## src/rtl/uart_rx_fifo_if.sv

```systemverilog
// Receive-buffer bus: UART capture handshake plus the consumer read port.
interface uart_rx_fifo_if #(
  parameter int unsigned AW = 4
);
  localparam int unsigned CW = AW + 1;

  logic          rx_ready;
  logic [7:0]    rx_data;
  logic          ready_clr;
  logic          rd_en;
  logic [7:0]    rd_data;
  logic          empty;
  logic          full;
  logic [CW-1:0] count;
  logic          overrun;
  logic          ovr_clr;

  // Environment side: UART plus consumer
  modport master (
    output rx_ready, rx_data, rd_en, ovr_clr,
    input  ready_clr, rd_data, empty, full, count, overrun
  );

  // Buffer side
  modport slave (
    input  rx_ready, rx_data, rd_en, ovr_clr,
    output ready_clr, rd_data, empty, full, count, overrun
  );
endinterface

```

## src/rtl/uart_rx_fifo.sv

```systemverilog
// UART receive buffer: captures each ready byte into a show-ahead FIFO,
// runs the ready_clr handshake, and records dropped bytes in a sticky flag.
module uart_rx_fifo #(
  parameter int unsigned DEPTH = 16,
  parameter int unsigned AW    = 4
) (
  input logic           clk_50m,
  input logic           rst_n,
  uart_rx_fifo_if.slave bus
);
  localparam int unsigned CW = AW + 1;
  localparam logic [CW-1:0] FULL_CNT = CW'(DEPTH);

  typedef enum logic {IDLE = 1'b0, CLEAR = 1'b1} state_t;

  state_t        state_q;
  state_t        state_d;
  logic [7:0]    mem [DEPTH];
  logic [AW-1:0] wr_ptr;
  logic [AW-1:0] rd_ptr;
  logic [CW-1:0] count_q;
  logic          overrun_q;
  logic          push_try;
  logic          pop;
  logic          push;
  logic          drop;

  // Capture FSM state register
  always_ff @(posedge clk_50m) begin
    if (!rst_n) state_q <= IDLE;
    else        state_q <= state_d;
  end

  // Capture FSM next state; one push attempt per ready assertion
  always_comb begin
    state_d  = state_q;
    push_try = 1'b0;
    case (state_q)
      IDLE: begin
        if (bus.rx_ready) begin
          push_try = 1'b1;
          state_d  = CLEAR;
        end
      end
      CLEAR: begin
        if (!bus.rx_ready) state_d = IDLE;
      end
      default: state_d = IDLE;
    endcase
  end

  // Pop needs a stored entry; a full FIFO still takes a byte if one leaves
  always_comb begin
    pop  = bus.rd_en && (count_q != '0);
    push = push_try && ((count_q < FULL_CNT) || pop);
    drop = push_try && !push;
  end

  // Storage array, intentionally not reset
  always_ff @(posedge clk_50m) begin
    if (push) mem[wr_ptr] <= bus.rx_data;
  end

  // Pointers and occupancy
  always_ff @(posedge clk_50m) begin
    if (!rst_n) begin
      wr_ptr  <= '0;
      rd_ptr  <= '0;
      count_q <= '0;
    end else begin
      if (push) wr_ptr <= wr_ptr + AW'(1);
      if (pop)  rd_ptr <= rd_ptr + AW'(1);
      if (push && !pop)      count_q <= count_q + CW'(1);
      else if (pop && !push) count_q <= count_q - CW'(1);
    end
  end

  // Sticky overrun; a drop in the same cycle as a clear keeps it set
  always_ff @(posedge clk_50m) begin
    if (!rst_n)           overrun_q <= 1'b0;
    else if (drop)        overrun_q <= 1'b1;
    else if (bus.ovr_clr) overrun_q <= 1'b0;
  end

  // Outputs derived directly from registered state
  always_comb begin
    bus.ready_clr = (state_q == CLEAR);
    bus.rd_data   = (count_q != '0) ? mem[rd_ptr] : 8'h00;
    bus.empty     = (count_q == '0);
    bus.full      = (count_q == FULL_CNT);
    bus.count     = count_q;
    bus.overrun   = overrun_q;
  end
endmodule

```

## src/flat_wrapper.sv

```systemverilog
// flat-port wrapper written by rule: the top's interface ports become plain ports
module uart_rx_fifo_flat 
#(
  parameter int unsigned DEPTH = 16,
  parameter int unsigned AW    = 4
)
  (clk_50m, rst_n, bus_rx_ready, bus_rx_data, bus_rd_en, bus_ovr_clr, bus_ready_clr, bus_rd_data, bus_empty, bus_full, bus_count, bus_overrun);
  uart_rx_fifo_if #(.AW(AW)) bus_i ();
  input logic clk_50m;
  input logic rst_n;
  input wire logic [$bits(bus_i.rx_ready)-1:0] bus_rx_ready;
  input wire logic [$bits(bus_i.rx_data)-1:0] bus_rx_data;
  input wire logic [$bits(bus_i.rd_en)-1:0] bus_rd_en;
  input wire logic [$bits(bus_i.ovr_clr)-1:0] bus_ovr_clr;
  output wire logic [$bits(bus_i.ready_clr)-1:0] bus_ready_clr;
  output wire logic [$bits(bus_i.rd_data)-1:0] bus_rd_data;
  output wire logic [$bits(bus_i.empty)-1:0] bus_empty;
  output wire logic [$bits(bus_i.full)-1:0] bus_full;
  output wire logic [$bits(bus_i.count)-1:0] bus_count;
  output wire logic [$bits(bus_i.overrun)-1:0] bus_overrun;
  assign bus_i.rx_ready = bus_rx_ready;
  assign bus_i.rx_data = bus_rx_data;
  assign bus_i.rd_en = bus_rd_en;
  assign bus_i.ovr_clr = bus_ovr_clr;
  assign bus_ready_clr = bus_i.ready_clr;
  assign bus_rd_data = bus_i.rd_data;
  assign bus_empty = bus_i.empty;
  assign bus_full = bus_i.full;
  assign bus_count = bus_i.count;
  assign bus_overrun = bus_i.overrun;
  uart_rx_fifo #(.DEPTH(DEPTH), .AW(AW)) u_core (.clk_50m(clk_50m), .rst_n(rst_n), .bus(bus_i));
endmodule
```

## config.mk

```make
export PLATFORM = sky130hd
export DESIGN_NAME = uart_rx_fifo_flat
export DESIGN_NICKNAME = d
export VERILOG_FILES = /design/src/rtl/uart_rx_fifo_if.sv /design/src/rtl/uart_rx_fifo.sv /design/src/flat_wrapper.sv
export SDC_FILE = /design/constraint.sdc
export NUM_CORES = 1
export LEC_CHECK = 0
export CORE_MARGIN = 1
export CORE_UTILIZATION = 62
export DETAILED_ROUTE_END_ITERATION = 6
export DONT_BUFFER_PORTS = 1
export MAX_ROUTING_LAYER = met4
export PLACE_DENSITY_LB_ADDON = 0.15
export SLEW_MARGIN = 15
export SYNTH_ARGS = -nofsm -noshare
export SYNTH_HDL_FRONTEND = slang
export SYNTH_SLANG_ARGS = --single-unit
```

## constraint.sdc

```tcl
create_clock -name clk_50m -period 6.84 [get_ports clk_50m]
set_input_delay 0.342 -clock clk_50m [delete_from_list [all_inputs] [get_ports clk_50m]]
set_output_delay 0.342 -clock clk_50m [all_outputs]
set_load 0.1 [all_outputs]
```

==> impl_metrics.py, run 1 <==
metrics = {
    "critical_path": {
        "regToRegSetupSlack_ns": 3.60,
        "critPathCapture": "bus_rd_data[0]",
        "crit_required_ns": 6.50,
        "worstReg2RegStart": "u_core.bus.count[0]",
        "crit-reg2reg-capture": "u_core.bus.count[3]",
        "reg2reg_depth": 9,
        "cp_data_arrival_time_ns": 3.18,
        "crit_path_start_kind": "flop",
        "worst_setup_path_end_kind": "primary output",
        "cp_max_fo": 32,
        "critPathKind": "flop to primary output",
    },
    "routing": {
        "finalWirelength_mm": 10.58,
        "via_count": 2905,
        "post_drt_wl_per_cell_um": 21.64,
        "post-route-drc-count": 0,
        "first_iter_violations": 172,
        "drt.antenna.violating_nets": 0,
        "drt_first_pass_iters": 4,
        "viasPerCell": 5.941,
    },
    "final_layout": {
        "regArea_um2": 4225,
        "nFillCells": 556,
        "areaGrowthSynthToFinish_pct": 15.07,
        "nets": 370,
        "drive_above_1_share_pct": 23.33,
        "final_cell_mix": "128 x edfxtp_1, 32 x mux4_2, 18 x dfxtp_1, 17 x nor2_1, 16 x clkbuf_16",
        "antennaDiodeCount": 0,
        "final_common_cell": "edfxtp_1",
        "multiInputGateArea_um2": 1700,
    },
    "global_route": {
        "grt_pass1_vias": 2989,
        "grt_usage_pct": 23.83,
        "grt_max_degree": 33,
        "antenna_found_initial": 0,
        "grt_overflow": 0,
        "grt_pass1_wl_mm": 16.45,
    },
    "power_and_ir_drop": {
        "power.density_nw_per_um2": 414.5,
        "power_leakage_nw": 2.178,
        "ir_drop_mv": 0.4637,
    },
    "sta": {
        "finalHoldViolCount": 0,
        "setup-tns-final_ns": 0,
        "postLayoutSetupSlackWorst_ns": 3.315,
        "worstMarginPinSlew_ns": 1.148,
        "fmax_mhz": 283.7,
        "rsz0062_at_grt": "false",
        "skew_ns": 0.01007,
        "finalMaxSlewViolations": 0,
        "period_share_pct": 51.54,
        "slew_headroom_pct": 23.25,
        "setup_viol_count_final": 0,
        "min_period_ns": 3.525,
    },
    "floorplan": {
        "core_region_area_um2": 9284,
        "fp-row-count": 35,
        "die_y_um": 100.1,
        "fp.dieW_um": 100.1,
        "initial_core_util_pct": 64.20,
        "die_area_um2": 10010,
        "io_pins": 30,
    },
    "cts": {
        "cts_made_buffers": 17,
        "hold_buffers": 10,
        "cts_root_buf": "clkbuf_8",
        "ctsResizeCount": 0,
        "clk_pin_slew_ns": 0.06,
        "cts_setup_buffers": 0,
        "cts_tree": "done",
        "clockBufferDepth": 2,
        "cts.sinks": 147,
        "htree_num_levels": 4,
        "clk_latency_ns": 0.52,
    },
    "job": {
        "maxCapViolations": 0,
    },
    "synth": {
        "seq_area_frac_synth_pct": 70.86,
        "syn_avg_cell_area_um2": 18.12,
        "syn_nets": 352,
        "yosys_warnings": 0,
        "syn_area_um2": 5961,
        "yosys.area.top_type": "edfxtp_1",
        "yosysTopAreaCellShare_pct": 64.48,
        "syn_inst": 329,
        "netlist_top_cells_area": "edfxtp_1 64%, mux4_2 12%, dfxtp_1 6.4%",
        "synth-seq-cells": 147,
        "yosysUniqueCellTypes": 34,
    },
    "min_path": {
        "hold_class": "input port to flop",
    },
    "place": {
        "numPortBuffers": 0,
        "preCtsSetupSlack_ns": 3.593,
        "hpwl_mm": 6.404,
        "place_congestion": 0.7516,
    },
    "outcome": {
        "outcome": "finished clean",
    },
}
[cells by family (layout without fill, tap and decap cells)]
logic type	Yosys count	in the layout	synth area share, %
xor+xnor	7	7	1.029
mux	43	43	13.94
compound gates	28	28	3.422
simple gates	69	69	6.108
fa+ha+maj	10	10	2.225
flops	147	147	70.86
buf+inv	25	56	2.414
[state kept, by name, indices dropped and copies added, names as in the netlist, named ones only]
| name | cells |
|---|---|
| u_core.bus.overrun | 1 |
| u_core.wr_ptr | 4 |
| u_core.bus.count | 5 |
| u_core.bus.ready_clr | 1 |
| u_core.rd_ptr | 4 |
| u_core.mem | 128 |
[worst min-delay path by stage]
stage / endpoint / slack (ns) / start / cells after the start
after floorplan: u_core.mem[0][0] / 0.44 / bus_rx_data[0] / 0
after global placement: u_core.mem[4][3] / 0.44 / bus_rx_data[3] / 0
after detailed placement: u_core.mem[7][2] / 0.44 / bus_rx_data[2] / 0
after CTS: u_core.rd_ptr[2] / 0.001 / rst_n / 1
after global routing: u_core.rd_ptr[2] / 0.01 / rst_n / 1
final: flop / 0.0006 / rst_n / 1
[power by group]
group / total, mW / switching [mW] / internal [mW]
Combinational: 0.810 / 0.562 / 0.248
Clock: 0.918 / 0.350 / 0.567
Sequential: 1.12 / 0.106 / 1.01
Total: 2.84 / 1.02 / 1.82
[Yosys cell counts]
cell      instances
buf_4             5
o211ai_1          1
nand4b_1          1
buf_1             2
mux2i_1          11
a21o_2            1
xnor2_1           5
a211oi_1         16
xor2_1            2
or4_4             1
nor2_2            1
ha_1              9
edfxtp_1        128
nor2b_1          12
inv_1             7
o21ai_4           1
o21a_1            2
nand3_1           5
and2_1           11
buf_2             4
fa_1              1
a21oi_1           4
or4b_2            1
mux4_2           32
o22ai_1           1
buf_8             1
nor2_1           18
dfxtp_1          19
buf_6             2
nand2_1           8
nor3_1            6
nand2b_1          5
clkbuf_1          4
o21ai_0           2
[final cells by class]
class,instances,share of cell area [%]
Sequential cell,147,61.60
Clock inverter,12,2.298
Timing Repair Buffer,17,2.225
Tap cell,129,2.353
Clock buffer,20,6.348
Inverter,7,0.3831
Multi-Input combinational cell,157,24.79
[critical path, stage by stage (launching register included)]
cell	delay (ns)
dfxtp_2	0.99
mux4_2	0.36
nor2b_1	0.20
a211oi_1	0.11
a211oi_4	1.00
[routing by layer]
layer / up-vias / GRT usage [%] / share of wire, %
met5: - / - / 0
met4: 0 / 6.912 / 1.2
met3: 11 / 5.850 / 5.1
met2: 92 / 37.08 / 50
met1: 1490 / 31.88 / 43
li1: 1312 / - / -
[per-stage QoR]
stage | utilization [%] | hold WS, ns | power [mW] | cell area (um2) | std cells
6_report | 73.88 | 0.0005546 | 2.843 | 6859 | 489
5_1_grt | 73.88 | 0.01378 | 2.935 | 6859 | 489
4_1_cts | 73.88 | 0.001419 | 2.855 | 6859 | 489
3_5_place_dp | 66.42 | 0.4414 | 1.934 | 6166 | 447
3_3_place_gp | 66.42 | 0.4415 | 1.927 | 6166 | 447
2_1_floorplan | - | 0.4409 | 1.781 | 5961 | 329
(Power assumes the default switching activity.)
==> run 2, diff against run 1 <==
Settings changed: CORE_UTILIZATION 62 to 57.
Clock period 6.84 ns to 3.11 ns, I/O delays scaled along.
==> impl_metrics.py, run 2 (synthesis results as in run 1) <==
metrics = {
    "outcome": {
        "outcome": "finished clean",
    },
    "critical_path": {
        "cp_max_fo": 12,
        "cp_data_arrival_time_ns": 2.76,
        "crit_required_ns": 2.95,
        "crit_path_start_kind": "flop",
        "worst_setup_path_end_kind": "primary output",
        "reg2reg_depth": 9,
        "critPathKind": "flop to primary output",
    },
    "routing": {
        "finalWirelength_mm": 10.67,
        "drt_first_pass_iters": 4,
        "viasPerCell": 5.781,
        "post_drt_wl_per_cell_um": 20.72,
        "via_count": 2977,
        "post-route-drc-count": 0,
        "drt.antenna.violating_nets": 0,
        "first_iter_violations": 154,
    },
    "power_and_ir_drop": {
        "p_comb_share_pct": 33.8,
        "p_int_mw": 4.046,
        "total_power_mw": 6.331,
        "p_sw_mw": 2.285,
        "power_leakage_nw": 2.261,
        "ir_drop_mv": 0.9449,
        "p_clk_share_pct": 30.1,
        "p_seq_share_pct": 36.1,
        "swShare_pct": 36.09,
        "power.density_nw_per_um2": 905.0,
    },
    "sta": {
        "skew_ns": 0.007987,
        "worstMarginPinSlew_ns": 1.105,
        "setup_viol_count_final": 0,
        "rsz0062_at_grt": "false",
        "min_period_ns": 2.918,
        "slew_headroom_pct": 26.24,
        "postLayoutSetupSlackWorst_ns": 0.1923,
        "fmax_mhz": 342.7,
        "period_share_pct": 93.82,
        "setup-tns-final_ns": 0,
        "finalHoldViolCount": 0,
        "finalMaxSlewViolations": 0,
    },
    "final_layout": {
        "regMostFlops": "u_core.mem",
        "final_common_cell": "edfxtp_1",
        "nets": 391,
        "nFillCells": 625,
        "final_cells": 515,
        "post-route-util_pct": 70.27,
        "areaGrowthSynthToFinish_pct": 17.36,
        "drive_above_1_share_pct": 26.77,
        "final_cell_mix": "128 x edfxtp_1, 32 x mux4_2, 26 x buf_4, 18 x dfxtp_1, 17 x nor2_1",
        "largest_reg_flops": 128,
    },
    "floorplan": {
        "die_y_um": 104.3,
        "core_region_area_um2": 9955,
        "io_pins": 30,
        "initial_core_util_pct": 59.88,
        "die_area_um2": 10870,
        "fp.dieW_um": 104.3,
        "fp-row-count": 36,
    },
    "place": {
        "hpwl_mm": 6.961,
        "place_congestion": 0.7409,
        "dp.cells": 470,
        "numPortBuffers": 0,
        "preCtsSetupSlack_ns": 0.4458,
    },
    "cts": {
        "htree_num_levels": 4,
        "clk_pin_slew_ns": 0.06,
        "clockBufferDepth": 2,
        "cts_tree": "done",
        "cts_made_buffers": 17,
        "cts_root_buf": "clkbuf_8",
        "cts.sinks": 147,
        "clk_latency_ns": 0.52,
    },
    "min_path": {
        "worst_hold_path.num_cells": 3,
        "hold_class": "input port to flop",
    },
    "global_route": {
        "antenna_found_initial": 1,
        "grt_pass1_vias": 3182,
        "grt_pass1_wl_mm": 17.12,
        "grt_max_degree": 33,
        "grt_overflow": 0,
        "grt_usage_pct": 22.57,
    },
    "job": {
        "maxCapViolations": 0,
    },
}
run 2: worst paths after layout:
path / start / end / slack (ns)
setup / recovery: flop / bus_rd_data[2] / 0.19
setup reg to reg: u_core.bus.count[0] / u_core.bus.count[3] / 0.43
hold reg to reg: u_core.rd_ptr[3] / flop / 0.60
hold / removal: bus_rd_en / flop / 0.02
run 2: metal layers:
layer | vias up | share of wire [%] | track usage, % | routed length (um)
li1 | 1359 | - | - | -
met1 | 1532 | 43 | 28.05 | 4594
met2 | 70 | 51 | 36.38 | 5440
met3 | 16 | 4.6 | 6.140 | 490
met4 | 0 | 1.3 | 7.143 | 144
met5 | - | 0 | - | 0
run 2: worst max-delay path, cell delays in order (launching register included):
cell and delay [ns]:
dfxtp_2 0.56, buf_4 0.26, mux4_2 0.50, nor2b_1 0.14
a211oi_1 0.43, a211oi_4 0.07, buf_4 0.28
run 2: area by class of cell:
class,instances,area [um2],share of cell area [%]
Multi-Input combinational cell,157,1700,24.31
Antenna cell,1,2.502,0.03577
Timing Repair Buffer,38,315.3,4.507
Tap cell,133,166.4,2.379
Sequential cell,147,4225,60.40
Clock buffer,20,425.4,6.081
Inverter,7,26.28,0.3756
Clock inverter,12,133.9,1.914
run 2: repair_timing:
| item | 4_1_cts | 5_1_grt |
|---|---|---|
| hold buffers | 12 | 0 |
| gates resized for setup | 0 | 0 |
| setup buffers | 0 | 0 |
| endpoints found under the hold margin | 147 | 0 |
run 2: power groups by stage:
stage                     Clock, mW  Sequential [mW]  Combinational, mW
after floorplan                   0             2.46               1.51
after global placement            0             2.32               2.10
after detailed placement          0             2.32               2.12
after CTS                      1.94             2.28               2.16
after global routing           2.03             2.29               2.26
final                          1.91             2.28               2.14
run 2: metrics by stage:
| step | hold WS [ns] | instance area (um2) |
|---|---|---|
| finish | 0.01693 | 6995 |
| global route | 0.02564 | 6995 |
| CTS | 0.004868 | 6993 |
| detailed placement | 0.2549 | 6314 |
| global placement | 0.2551 | 6314 |
| floorplan | 0.2544 | 6001 |
==> run 3, diff against run 2 <==
Settings changed: CORE_UTILIZATION 57 to 40.
==> impl_metrics.py, run 3 (synthesis results as in run 1) <==
metrics = {
    "global_route": {
        "antenna_found_initial": 0,
        "grt_max_degree": 20,
        "grt_pass1_vias": 3145,
        "grt_pass1_wl_mm": 17.79,
        "grt_overflow": 0,
        "grt_usage_pct": 17.42,
    },
    "final_layout": {
        "drive_above_1_share_pct": 28.61,
        "final_common_cell": "edfxtp_1",
        "final_cell_mix": "128 x edfxtp_1, 34 x buf_4, 32 x mux4_2",
        "nFillCells": 1258,
        "regArea_um2": 4227,
        "regMostFlops": "u_core.mem",
        "multiInputGateArea_um2": 1700,
        "largest_reg_flops": 128,
        "antennaDiodeCount": 0,
        "nets": 398,
        "post-route-util_pct": 48.84,
        "final_cells": 572,
        "areaGrowthSynthToFinish_pct": 19.08,
    },
    "routing": {
        "drt.antenna.violating_nets": 0,
        "drt_first_pass_iters": 4,
        "finalWirelength_mm": 11.42,
        "first_iter_violations": 241,
        "highest_layer": "met4",
        "post_drt_wl_per_cell_um": 19.96,
        "viasPerCell": 5.063,
        "met3_wirelength_um": 401,
        "via_count": 2896,
        "met2_length_mm": 5.661,
        "met1_length_mm": 5.181,
        "post-route-drc-count": 0,
    },
    "job": {
        "maxCapViolations": 0,
    },
    "critical_path": {
        "critPathKind": "flop to primary output",
        "crit_family": "flip-flops",
        "cp_data_arrival_time_ns": 2.73,
        "cpMaxStageDelayCell": "dfxtp_2",
        "path_cells": "buf_4, mux4_2, a211oi_1, a211oi_4, buf_4",
        "max_stage_delay_ns": 0.71,
        "crit_required_ns": 2.95,
        "worst_setup_path_end_kind": "primary output",
        "cp_max_fo": 17,
        "worstReg2RegStart": "u_core.bus.count[0]",
        "cpMostUsedCell": "buf_4",
        "path_buf_inv": 2,
        "crit_path_start_kind": "flop",
    },
    "cts": {
        "clk_pin_slew_ns": 0.05,
        "cts_root_buf": "clkbuf_16",
        "htree_num_levels": 4,
        "clockBufferDepth": 2,
        "cts_tree": "done",
        "hold_buffers": 11,
        "cts.sinks": 147,
        "cts_made_buffers": 17,
        "ctsResizeCount": 0,
        "clk_latency_ns": 0.42,
        "cts_setup_buffers": 0,
    },
    "sta": {
        "finalHoldViolCount": 0,
        "finalMaxSlewViolations": 0,
        "worstMarginPinSlew_ns": 0.9735,
        "slew_headroom_pct": 35.01,
        "period_share_pct": 92.88,
        "min_period_ns": 2.889,
        "setup-tns-final_ns": 0,
        "fmax_mhz": 346.2,
        "rsz0062_at_grt": "false",
        "setup_viol_count_final": 0,
        "postLayoutSetupSlackWorst_ns": 0.2213,
        "skew_ns": 0.005278,
    },
    "min_path": {
        "hp-start": "bus_rd_en",
        "hold_class": "input port to flop",
    },
    "floorplan": {
        "core_region_area_um2": 14530,
        "io_pins": 30,
        "initial_core_util_pct": 41.01,
        "fp.dieW_um": 124.1,
        "die_area_um2": 15390,
        "die_y_um": 124.1,
        "fp-row-count": 44,
    },
    "place": {
        "numPortBuffers": 0,
        "dp.cells": 529,
        "hpwl_mm": 7.364,
        "preCtsSetupSlack_ns": 0.4323,
        "place_congestion": 0.7254,
    },
    "power_and_ir_drop": {
        "power.density_nw_per_um2": 890.7,
        "power_leakage_nw": 2.309,
        "ir_drop_mv": 0.6745,
    },
    "outcome": {
        "outcome": "finished clean",
    },
}
-- run 3: cell types whose count changed in the layout (fill, tap and decap cells not counted), moves of 2 or more --
cell | before | now
clkinv_1 | 0 | 2
clkbuf_1 | 3 | 1
clkinv_4 | 3 | 0
inv_6 | 2 | 0
clkinv_2 | 3 | 9
buf_4 | 26 | 34
-- run 3: layout make-up --
class | instances | share of cell area [%]
sequential | 147 | 59.55
timing repair buffer | 45 | 5.147
tap | 184 | 3.243
multi-input combinational | 157 | 23.96
inverter | 7 | 0.3702
clock buffer | 18 | 6.046
clock inverter | 14 | 1.692
-- run 3: tightest hold or removal path: cells and delay by family --
family           cells  cell delay, ns
multiplexers         1            0.14
AO/OA/AOI/OAI        1            0.06
AND/OR/NAND/NOR      1            0.07
-- run 3: layer usage --
layer / GRT usage (%) / vias up
li1: - / 1369
met1: 21.62 / 1463
met2: 27.00 / 51
met3: 5.220 / 13
met4: 6.473 / 0
met5: - / -
-- run 3: where the power goes --
group / total (mW) / internal, mW / switching, mW
Sequential: 2.32 / 2.22 / 0.0989
Combinational: 2.10 / 0.683 / 1.42
Clock: 1.90 / 1.16 / 0.745
-- run 3: worst paths after layout --
path | to | slack [ns] | cells past startpoint
hold / removal | flop | 0.06 | 3
setup reg to reg | u_core.bus.count[3] | 0.42 | 9
hold reg to reg | flop | 0.57 | 2
setup / recovery | bus_rd_data[7] | 0.22 | 5
-- run 3: through the flow --
| step | hold WS (ns) | instance area, um2 | power [mW] |
|---|---|---|---|
| after floorplan | 0.2544 | 6001 | 3.968 |
| after global placement | 0.2551 | 6439 | 4.450 |
| after detailed placement | 0.2549 | 6439 | 4.463 |
| after CTS | 0.03365 | 7098 | 6.407 |
| after global routing | 0.05706 | 7098 | 6.600 |
| final | 0.05619 | 7098 | 6.323 |
